===== config.mk =====
export PLATFORM = sky130hd
export DESIGN_NAME = exception_sequencer
export DESIGN_NICKNAME = d
export VERILOG_FILES = /design/src/rtl/exc_pkg.sv /design/src/rtl/exc_wait_counter.sv /design/src/rtl/exception_sequencer.sv
export SDC_FILE = /design/constraint.sdc
export NUM_CORES = 1
export LEC_CHECK = 0
export ABC_AREA = 1
export CORE_ASPECT_RATIO = 0.8
export CORE_UTILIZATION = 38
export CTS_BUF_LIST = sky130_fd_sc_hd__clkbuf_4 sky130_fd_sc_hd__clkbuf_8 sky130_fd_sc_hd__clkbuf_16
export DETAILED_ROUTE_END_ITERATION = 6
export PLACE_DENSITY_LB_ADDON = 0.15
export RECOVER_POWER = 50
export REMOVE_ABC_BUFFERS = 1
export SETUP_SLACK_MARGIN = 0.02
export SLEW_MARGIN = 5
export SYNTH_ARGS = -nofsm -noshare
export SYNTH_HDL_FRONTEND = slang
export SYNTH_SLANG_ARGS = --single-unit

===== constraint.sdc =====
create_clock -name Clk -period 1.6 [get_ports Clk]
set_input_delay 0.16 -clock Clk [delete_from_list [all_inputs] [get_ports Clk]]
set_output_delay 0.16 -clock Clk [all_outputs]
set_load 0.1 [all_outputs]

===== src/rtl/exc_pkg.sv =====
// Shared types and constants for the exception sequencer: state encoding,
// cause codes and default handler-vector addresses.
package exc_pkg;

    typedef enum logic [2:0] {
        IDLE,
        SAVE_EPC,
        MEM_ADDR,
        MEM_WAIT,
        LOAD_PC,
        DONE
    } exc_state_t;

    localparam logic [1:0] CAUSE_NONE = 2'b00;
    localparam logic [1:0] CAUSE_OVF  = 2'b01;
    localparam logic [1:0] CAUSE_OPC  = 2'b10;

    localparam logic [31:0] DEF_OVF_VECTOR_ADDR = 32'd255;
    localparam logic [31:0] DEF_OPC_VECTOR_ADDR = 32'd254;

    // Overflow has its own vector; every other latched cause uses the opcode vector.
    function automatic logic [31:0] vector_addr(input logic [1:0]  cause,
                                                input logic [31:0] ovf_addr,
                                                input logic [31:0] opc_addr);
        return (cause == CAUSE_OVF) ? ovf_addr : opc_addr;
    endfunction

endpackage


===== src/rtl/exc_wait_counter.sv =====
// Loadable down-counter that times the memory read latency; terminal flags
// the last wait cycle (count == 1).
module exc_wait_counter #(
    parameter int unsigned WIDTH = 1
) (
    input  logic             clk,
    input  logic             reset,
    input  logic             load,
    input  logic [WIDTH-1:0] load_value,
    input  logic             dec,
    output logic             terminal
);

    logic [WIDTH-1:0] count;

    always_ff @(posedge clk) begin
        if (!reset) begin
            count <= '0;
        end else if (load) begin
            count <= load_value;
        end else if (dec && (count != '0)) begin
            count <= count - WIDTH'(1);
        end
    end

    assign terminal = (count == WIDTH'(1));

endmodule


===== src/rtl/exception_sequencer.sv =====
// Multicycle exception takeover: saves EPC, fetches the handler vector byte
// from a fixed address and loads it into PC, then releases the datapath.
module exception_sequencer
    import exc_pkg::*;
#(
    parameter int unsigned MEM_READ_WAIT   = 1,
    parameter logic [31:0] OVF_VECTOR_ADDR = DEF_OVF_VECTOR_ADDR,
    parameter logic [31:0] OPC_VECTOR_ADDR = DEF_OPC_VECTOR_ADDR
) (
    input  logic        Clk,
    input  logic        reset,
    input  logic        ovf_req,
    input  logic        opc_req,
    input  logic [31:0] pc_in,
    input  logic [31:0] mem_data,
    output logic        busy,
    output logic        done,
    output logic [1:0]  cause,
    output logic        epc_load,
    output logic [31:0] epc_value,
    output logic        mem_sel,
    output logic [31:0] mem_addr,
    output logic        pc_load,
    output logic [31:0] pc_value
);

    localparam int unsigned CNT_W_RAW = $clog2(MEM_READ_WAIT + 1);
    localparam int unsigned CNT_W     = (CNT_W_RAW < 1) ? 1 : CNT_W_RAW;

    exc_state_t  state;
    exc_state_t  next_state;
    logic [1:0]  cause_r;
    logic [31:0] pc_r;
    logic        wait_last;
    logic        accept;
    logic        unused_mem_bits;

    // Only the low byte of the vector word is meaningful.
    assign unused_mem_bits = ^mem_data[31:8];

    assign accept = (state == IDLE) && (ovf_req || opc_req);

    always_ff @(posedge Clk) begin
        if (!reset) begin
            state   <= IDLE;
            cause_r <= CAUSE_NONE;
            pc_r    <= '0;
        end else begin
            state <= next_state;
            if (accept) begin
                cause_r <= opc_req ? CAUSE_OPC : CAUSE_OVF;
                pc_r    <= pc_in;
            end
        end
    end

    exc_wait_counter #(
        .WIDTH (CNT_W)
    ) u_wait_counter (
        .clk        (Clk),
        .reset      (reset),
        .load       (state == MEM_ADDR),
        .load_value (CNT_W'(MEM_READ_WAIT)),
        .dec        (state == MEM_WAIT),
        .terminal   (wait_last)
    );

    always_comb begin
        next_state = state;
        done       = 1'b0;
        epc_load   = 1'b0;
        epc_value  = '0;
        mem_sel    = 1'b0;
        mem_addr   = '0;
        pc_load    = 1'b0;
        pc_value   = '0;
        case (state)
            IDLE: begin
                if (ovf_req || opc_req) next_state = SAVE_EPC;
            end
            SAVE_EPC: begin
                epc_load   = 1'b1;
                epc_value  = pc_r - 32'd4;
                next_state = MEM_ADDR;
            end
            MEM_ADDR: begin
                mem_sel    = 1'b1;
                mem_addr   = vector_addr(cause_r, OVF_VECTOR_ADDR, OPC_VECTOR_ADDR);
                next_state = (MEM_READ_WAIT == 0) ? LOAD_PC : MEM_WAIT;
            end
            MEM_WAIT: begin
                mem_sel  = 1'b1;
                mem_addr = vector_addr(cause_r, OVF_VECTOR_ADDR, OPC_VECTOR_ADDR);
                if (wait_last) next_state = LOAD_PC;
            end
            LOAD_PC: begin
                mem_sel    = 1'b1;
                mem_addr   = vector_addr(cause_r, OVF_VECTOR_ADDR, OPC_VECTOR_ADDR);
                pc_load    = 1'b1;
                pc_value   = {24'd0, mem_data[7:0]};
                next_state = DONE;
            end
            DONE: begin
                done       = 1'b1;
                next_state = IDLE;
            end
            default: next_state = IDLE;
        endcase
    end

    assign busy  = (state != IDLE);
    assign cause = cause_r;

endmodule


### Word-level counts from Yosys, hierarchy flattened

Cells that the tools add are included.

* register bits: 38
* input port bits: 68
* output and inout bits: 103

* add/sub/neg operators: 2
* equal/unequal tests: 8
* mux-type cells: 14
* reduce and logical (&&, ||, !) cells: 8

Operators with widths (number)
* 32-bit two-way mux: 1
* 32-bit by 3-bit subtractor with 32-bit output (second input constant): 1
* 8-bit two-way mux: 2
* 3-bit one-hot mux with 5 select lines: 1
* 1-bit two-way mux: 7
* 3-bit by 2-bit == test with 1-bit output (second input constant): 2
* 3-bit == test (second input constant): 2
* 3-bit two-way mux: 2
* 3-bit by 1-bit == test with 1-bit output (second input constant): 1
* 3-bit logical NOT: 1
* 3-bit nonzero test: 1
* 3-bit OR reduction: 1
* 2-bit by 1-bit == test with 1-bit output (second input constant): 1
* 1-bit logical AND: 2
* 2-bit two-way mux: 1
* 2-bit by 1-bit inequality test with 1-bit output (second input constant): 1
* 2-bit inequality test (second input constant): 1
* 2-bit AND reduction: 1
* 2-bit nonzero test: 1
* 1-bit logical OR: 1
* 1-bit subtractor (second input constant): 1

### Depth between registers and ports, before layout

* word-level depth: 4
* gate-level depth with buffers: 9
* depth with buffers taken out: 9

### Cells and area by module

Synthesis repeated with hierarchy kept, for this count alone.

* cells, all modules: 465
* area, all modules: 2922.8 µm²

By module, submodules not included
* exception_sequencer: times used 1, cells each 458, area each 2879.0 µm², sequential area each 740.7 µm²
* exc_wait_counter: times used 1, cells each 7, area each 43.8 µm², sequential area each 20.0 µm²

### Least setup slack after synthesis

OpenSTA, ideal clock, no wires.

* path type: register to output
* start point: register pc_r[2]
* end point: output epc_value[16]
* arrival: 3116 ps
* required time: 1440 ps
* path slack: -1676 ps
* cell stages (with the launch flop): 7
* buffers on the path: 0
* cells stage by stage: dfxtp_1 inv_2 ha_1 nand2_1 nor2_2 a21oi_1 nor3b_1

* word-level cells in the longest chain between the ends: 2

RTL lines
* from (decl): RTL line exception_sequencer.sv:33 `logic [31:0] pc_r;`
* from (signal assigned): RTL line exception_sequencer.sv:52 `pc_r <= pc_in;`
* 32-bit by 3-bit subtractor with 32-bit output: RTL line exception_sequencer.sv:83 `epc_value = pc_r - 32'd4;`
* 32-bit two-way mux: RTL line exception_sequencer.sv:77 `case (state)`
* to (decl): RTL line exception_sequencer.sv:20 `output logic [31:0] epc_value,`

Every way passes these cells.

### Worst setup path after layout

* start point: register pc_r[8]
* end point: output epc_value[24]

The elaborated chain is that of the path after synthesis.

==> reports/qor_table.md <==
| Quantity | Reported | Unit |
|---|---|---|
| ANT nets after route | 0 | - |
| List of cells traversed by the critical path | nor2_4 -> buf_4 -> nand2_1 -> nor2_2 -> nand3_1 -> nand2_1 -> nand2_1 -> nor2_2 -> buf_12 | - |
| Post-synthesis sequential element count | 38 | - |
| Post-route standard cell area excluding fillers | 0.00526 | mm² |
| Placed wire-length estimate | 6390 | µm |
| Most instantiated cells after synthesis | sky130_fd_sc_hd__nor2_1, sky130_fd_sc_hd__inv_1, sky130_fd_sc_hd__buf_4 | - |
| Fin. max-slew vios | 0 | - |
| Fraction of synthesized cell area taken by the top area cell type | 26.7 | % |
| Fillers | 490 | - |
| Top-Level Pins | 171 | - |
| Vias in the first global route | 3067 | - |
| # clock sinks | 38 | - |
| Required time of the critical path | 1.44 | ns |
| Number of design rule violations left after detail routing | 0 | - |
| Floorplan die area | 0.00784 | mm² |
| Detailed-routing iteration count for the pre-antenna-repair pass | 4 | - |
| CTS tree | done | - |
| Simple-gate area share of the yosys netlist | 28.0 | % |
| Final critical path time including I/O delays and setup | 1.99 | ns |
| Top cell by count, worst path | sky130_fd_sc_hd__nand2_1 | - |
| Number of endpoints with negative hold slack in the final report | 0 | - |
| Worst clock skew | 0.0112 | ns |
| Number of synthesis warnings | 0 | - |
| Die Span X | 98.8 | µm |
| Initial antenna violation count | 0 | - |
| Post-synthesis cell area | 0.00285 | mm² |
| Post-synth top flop | sky130_fd_sc_hd__dfxtp_1 | - |
| Overflow after GRT | 0 | - |
| Fraction of final layout cells sized beyond drive strength 1 | 41.9 | % |
| Compound-cell area share of the yosys netlist | 17.5 | % |
| Slew Limit Headroom | 63.1 | % |
| Startpoint types | flip-flop | - |
| Number of maximum-capacitance constraint violations | 0 | - |
| Wire length of the first global-routing pass | 14400 | µm |
| Worst voltage drop across the vdd grid | 928 | µV |
| Critical path's largest stage delay | 0.37 | ns |
| Final setup violation count | 75 | - |
| Largest net degree at the start of global routing | 51 | - |
| WL/cell | 14.2 | µm |
| Root buffer cell | sky130_fd_sc_hd__clkbuf_8 | - |
| RSZ-0062 raised after global routing | true | - |
| H-tree levels | 2 | - |
| Cell count after synthesis | 448 | - |
| Arrival time of the worst setup path | 1.83 | ns |
| Largest family of logic cells by synthesized area | simple AND/OR/NAND/NOR gates | - |
| DRC marker count from the first detailed-route iteration | 143 | - |
| Number of antenna cells inserted | 0 | - |
| Largest driver fanout on the critical path | 4 | - |
| CTS buffer count | 5 | - |
| Post-route fraction of the period consumed by the critical path | 124 | % |
| Routed via count | 3247 | - |
| Xor and xnor area share after synthesis | 0.923 | % |
| # port buffers | 98 | - |
| Post-synthesis adder-cell area fraction | 0.440 | % |
| Synthesized area per cell | 6.35 | µm² |
| Synth-to-layout area growth | 84.9 | % |
| Share of cell area taken by muxes after synthesis | 0 | % |
| Outcome | complete, but fails checks | - |
| Total power divided by cell area | 1210 | mW/mm² |
| Core Util, Final | 74.5 | % |
| Count of nets after finishing | 658 | - |
| Effective utilization at floorplan | 40.3 | % |
| CP max stage cell | sky130_fd_sc_hd__dfxtp_2 | - |
| Post-synth EDFFs | 0 | - |
| Type of the worst setup path | reg2out | - |
| Leading cell types by total area after synthesis | sky130_fd_sc_hd__dfxtp_1, sky130_fd_sc_hd__buf_4, sky130_fd_sc_hd__nor2_1 | - |
| Routed wire length | 9580 | µm |
| Clock slew seen by the registers of the worst setup and hold paths | 0.09 | ns |
| Share of synthesized flip-flops with an asynchronous set or reset | 0 | % |
| Last weighted congestion value of the routability-driven placer | 0.871 | - |
| Vias per cell | 4.80 | - |
| Worst setup EP type | output pin | - |
| Die Y | 79.4 | µm |
| Tightest Hold Check Type | reg2reg | - |
| Clk_lat worst skew | 0.30 | ns |
| WHS | 0.462 | ns |
| P_leak | 0.00225 | µW |
| Core area | 0.00706 | mm² |
| Violations in the final reports | negative setup slack | - |
| Yosys cell types | 35 | - |
| Total routing usage reported by global routing | 22.8 | % |
| Final worst slack | -0.391 | ns |
| Row count | 27 | - |
| Most frequent cell after synthesis | sky130_fd_sc_hd__nor2_1 | - |
| Maximum clock rate | 502 | MHz |
| Share of the yosys chip area belonging to registers | 26.7 | % |
| Dominant cell type by area after synthesis | sky130_fd_sc_hd__dfxtp_1 | - |
| Area after DPL | 0.00444 | mm² |
| Maximum root-to-sink buffer count | 2 | - |
| Transition at the pin with the smallest max-transition slack | 0.556 | ns |
==> final cells by class <==
type	instances	area (µm²)	share of cell area, %
Sequential cell	38	777	14.8
Tap cell	87	109	2.07
Clock inverter	2	12.5	0.238
Multi-Input combinational cell	328	2050	39.0
Clock buffer	6	82.6	1.57
Timing Repair Buffer	154	1980	37.7
Inverter	62	248	4.71
==> cell usage in the layout, fill, tap and decap left out, drive strengths merged, types with 2 or more instances in the layout <==
cell type	n
a21oi	49
o21ai	45
conb	48
nor3b	2
clkbuf	11
xor2	3
buf	106
nand2	59
nor3	7
clkdlybuf4s50	43
dfxtp	38
nor2	90
inv	62
nand3	15
or2	2
==> where the power goes <==
| group | total, µW | internal (µW) | leakage [µW] | switching [µW] |
|---|---|---|---|---|
| clock network | 717 | 347 | 0.0000472 | 370 |
| logic | 4360 | 1410 | 0.00188 | 2950 |
| registers | 1260 | 1100 | 0.000319 | 161 |
| total | 6340 | 2860 | 0.00225 | 3490 |
==> through the flow <==
step / setup slack [ns] / TNS (ns) / power (µW) / std cells
after floorplan: -5.85 / -107.32 / 3540 / 428
after global placement: -0.132 / -1.07 / 4920 / 649
after detailed placement: -0.172 / -1.63 / 4950 / 649
after CTS: -0.320 / -8.17 / 6070 / 668
after global routing: -0.487 / -23.17 / 6610 / 677
final: -0.391 / -16.36 / 6340 / 677
==> cell families (layout without fill, tap and decap cells) <==
| group | count (synthesis) | after routing |
|---|---|---|
| AND/OR/NAND/NOR | 179 | 179 |
| buffers and inverters | 129 | 224 |
| AO/OA/AOI/OAI | 97 | 97 |
| flip-flops | 38 | 38 |
| XOR/XNOR | 3 | 3 |
| adder cells (fa/ha/maj) | 1 | 1 |
| other | 1 | 48 |
==> what timing repair did <==
item,4_1_cts,5_1_grt
hold buffers,0,0
setup buffers,12,10
setup endpoints to repair,49,51
gates cloned,0,0
resized for setup,127,58
pin swaps,26,29
==> worst max-delay path: cells and delay by family, from the launching register on <==
kind | cells | cell delay (ns)
buffers and inverters | 2 | 0.32
flip-flops | 1 | 0.37
AND/OR/NAND/NOR | 7 | 0.83
==> final timing paths <==
path	start	end	slack, ns	cells past startpoint
max reg2reg	state[1]$_SDFFE_PN0P_	pc_r[18]$_SDFFE_PN0P_	-0.23	7
min reg2reg	pc_r[31]$_SDFFE_PN0P_	pc_r[31]$_SDFFE_PN0P_	0.46	2
max	pc_r[8]$_SDFFE_PN0P_	epc_value[24]	-0.39	9
min	pc_r[31]$_SDFFE_PN0P_	pc_r[31]$_SDFFE_PN0P_	0.46	2
==> flip-flops by register name, summed over array words and instances (netlist names) <==
| name | flops |
|---|---|
| u_wait_counter.terminal | 1 |
| cause | 2 |
| pc_r | 32 |
| state | 3 |
==> metal layers <==
layer	vias up	track usage [%]	share of wire [%]
li1	1592	-	-
met5	-	0	0
met1	1528	28.0	41
met2	118	39.9	51
met4	0	3.28	0.76
met3	9	7.27	7.2
Power figures use the tool's default switching activity.
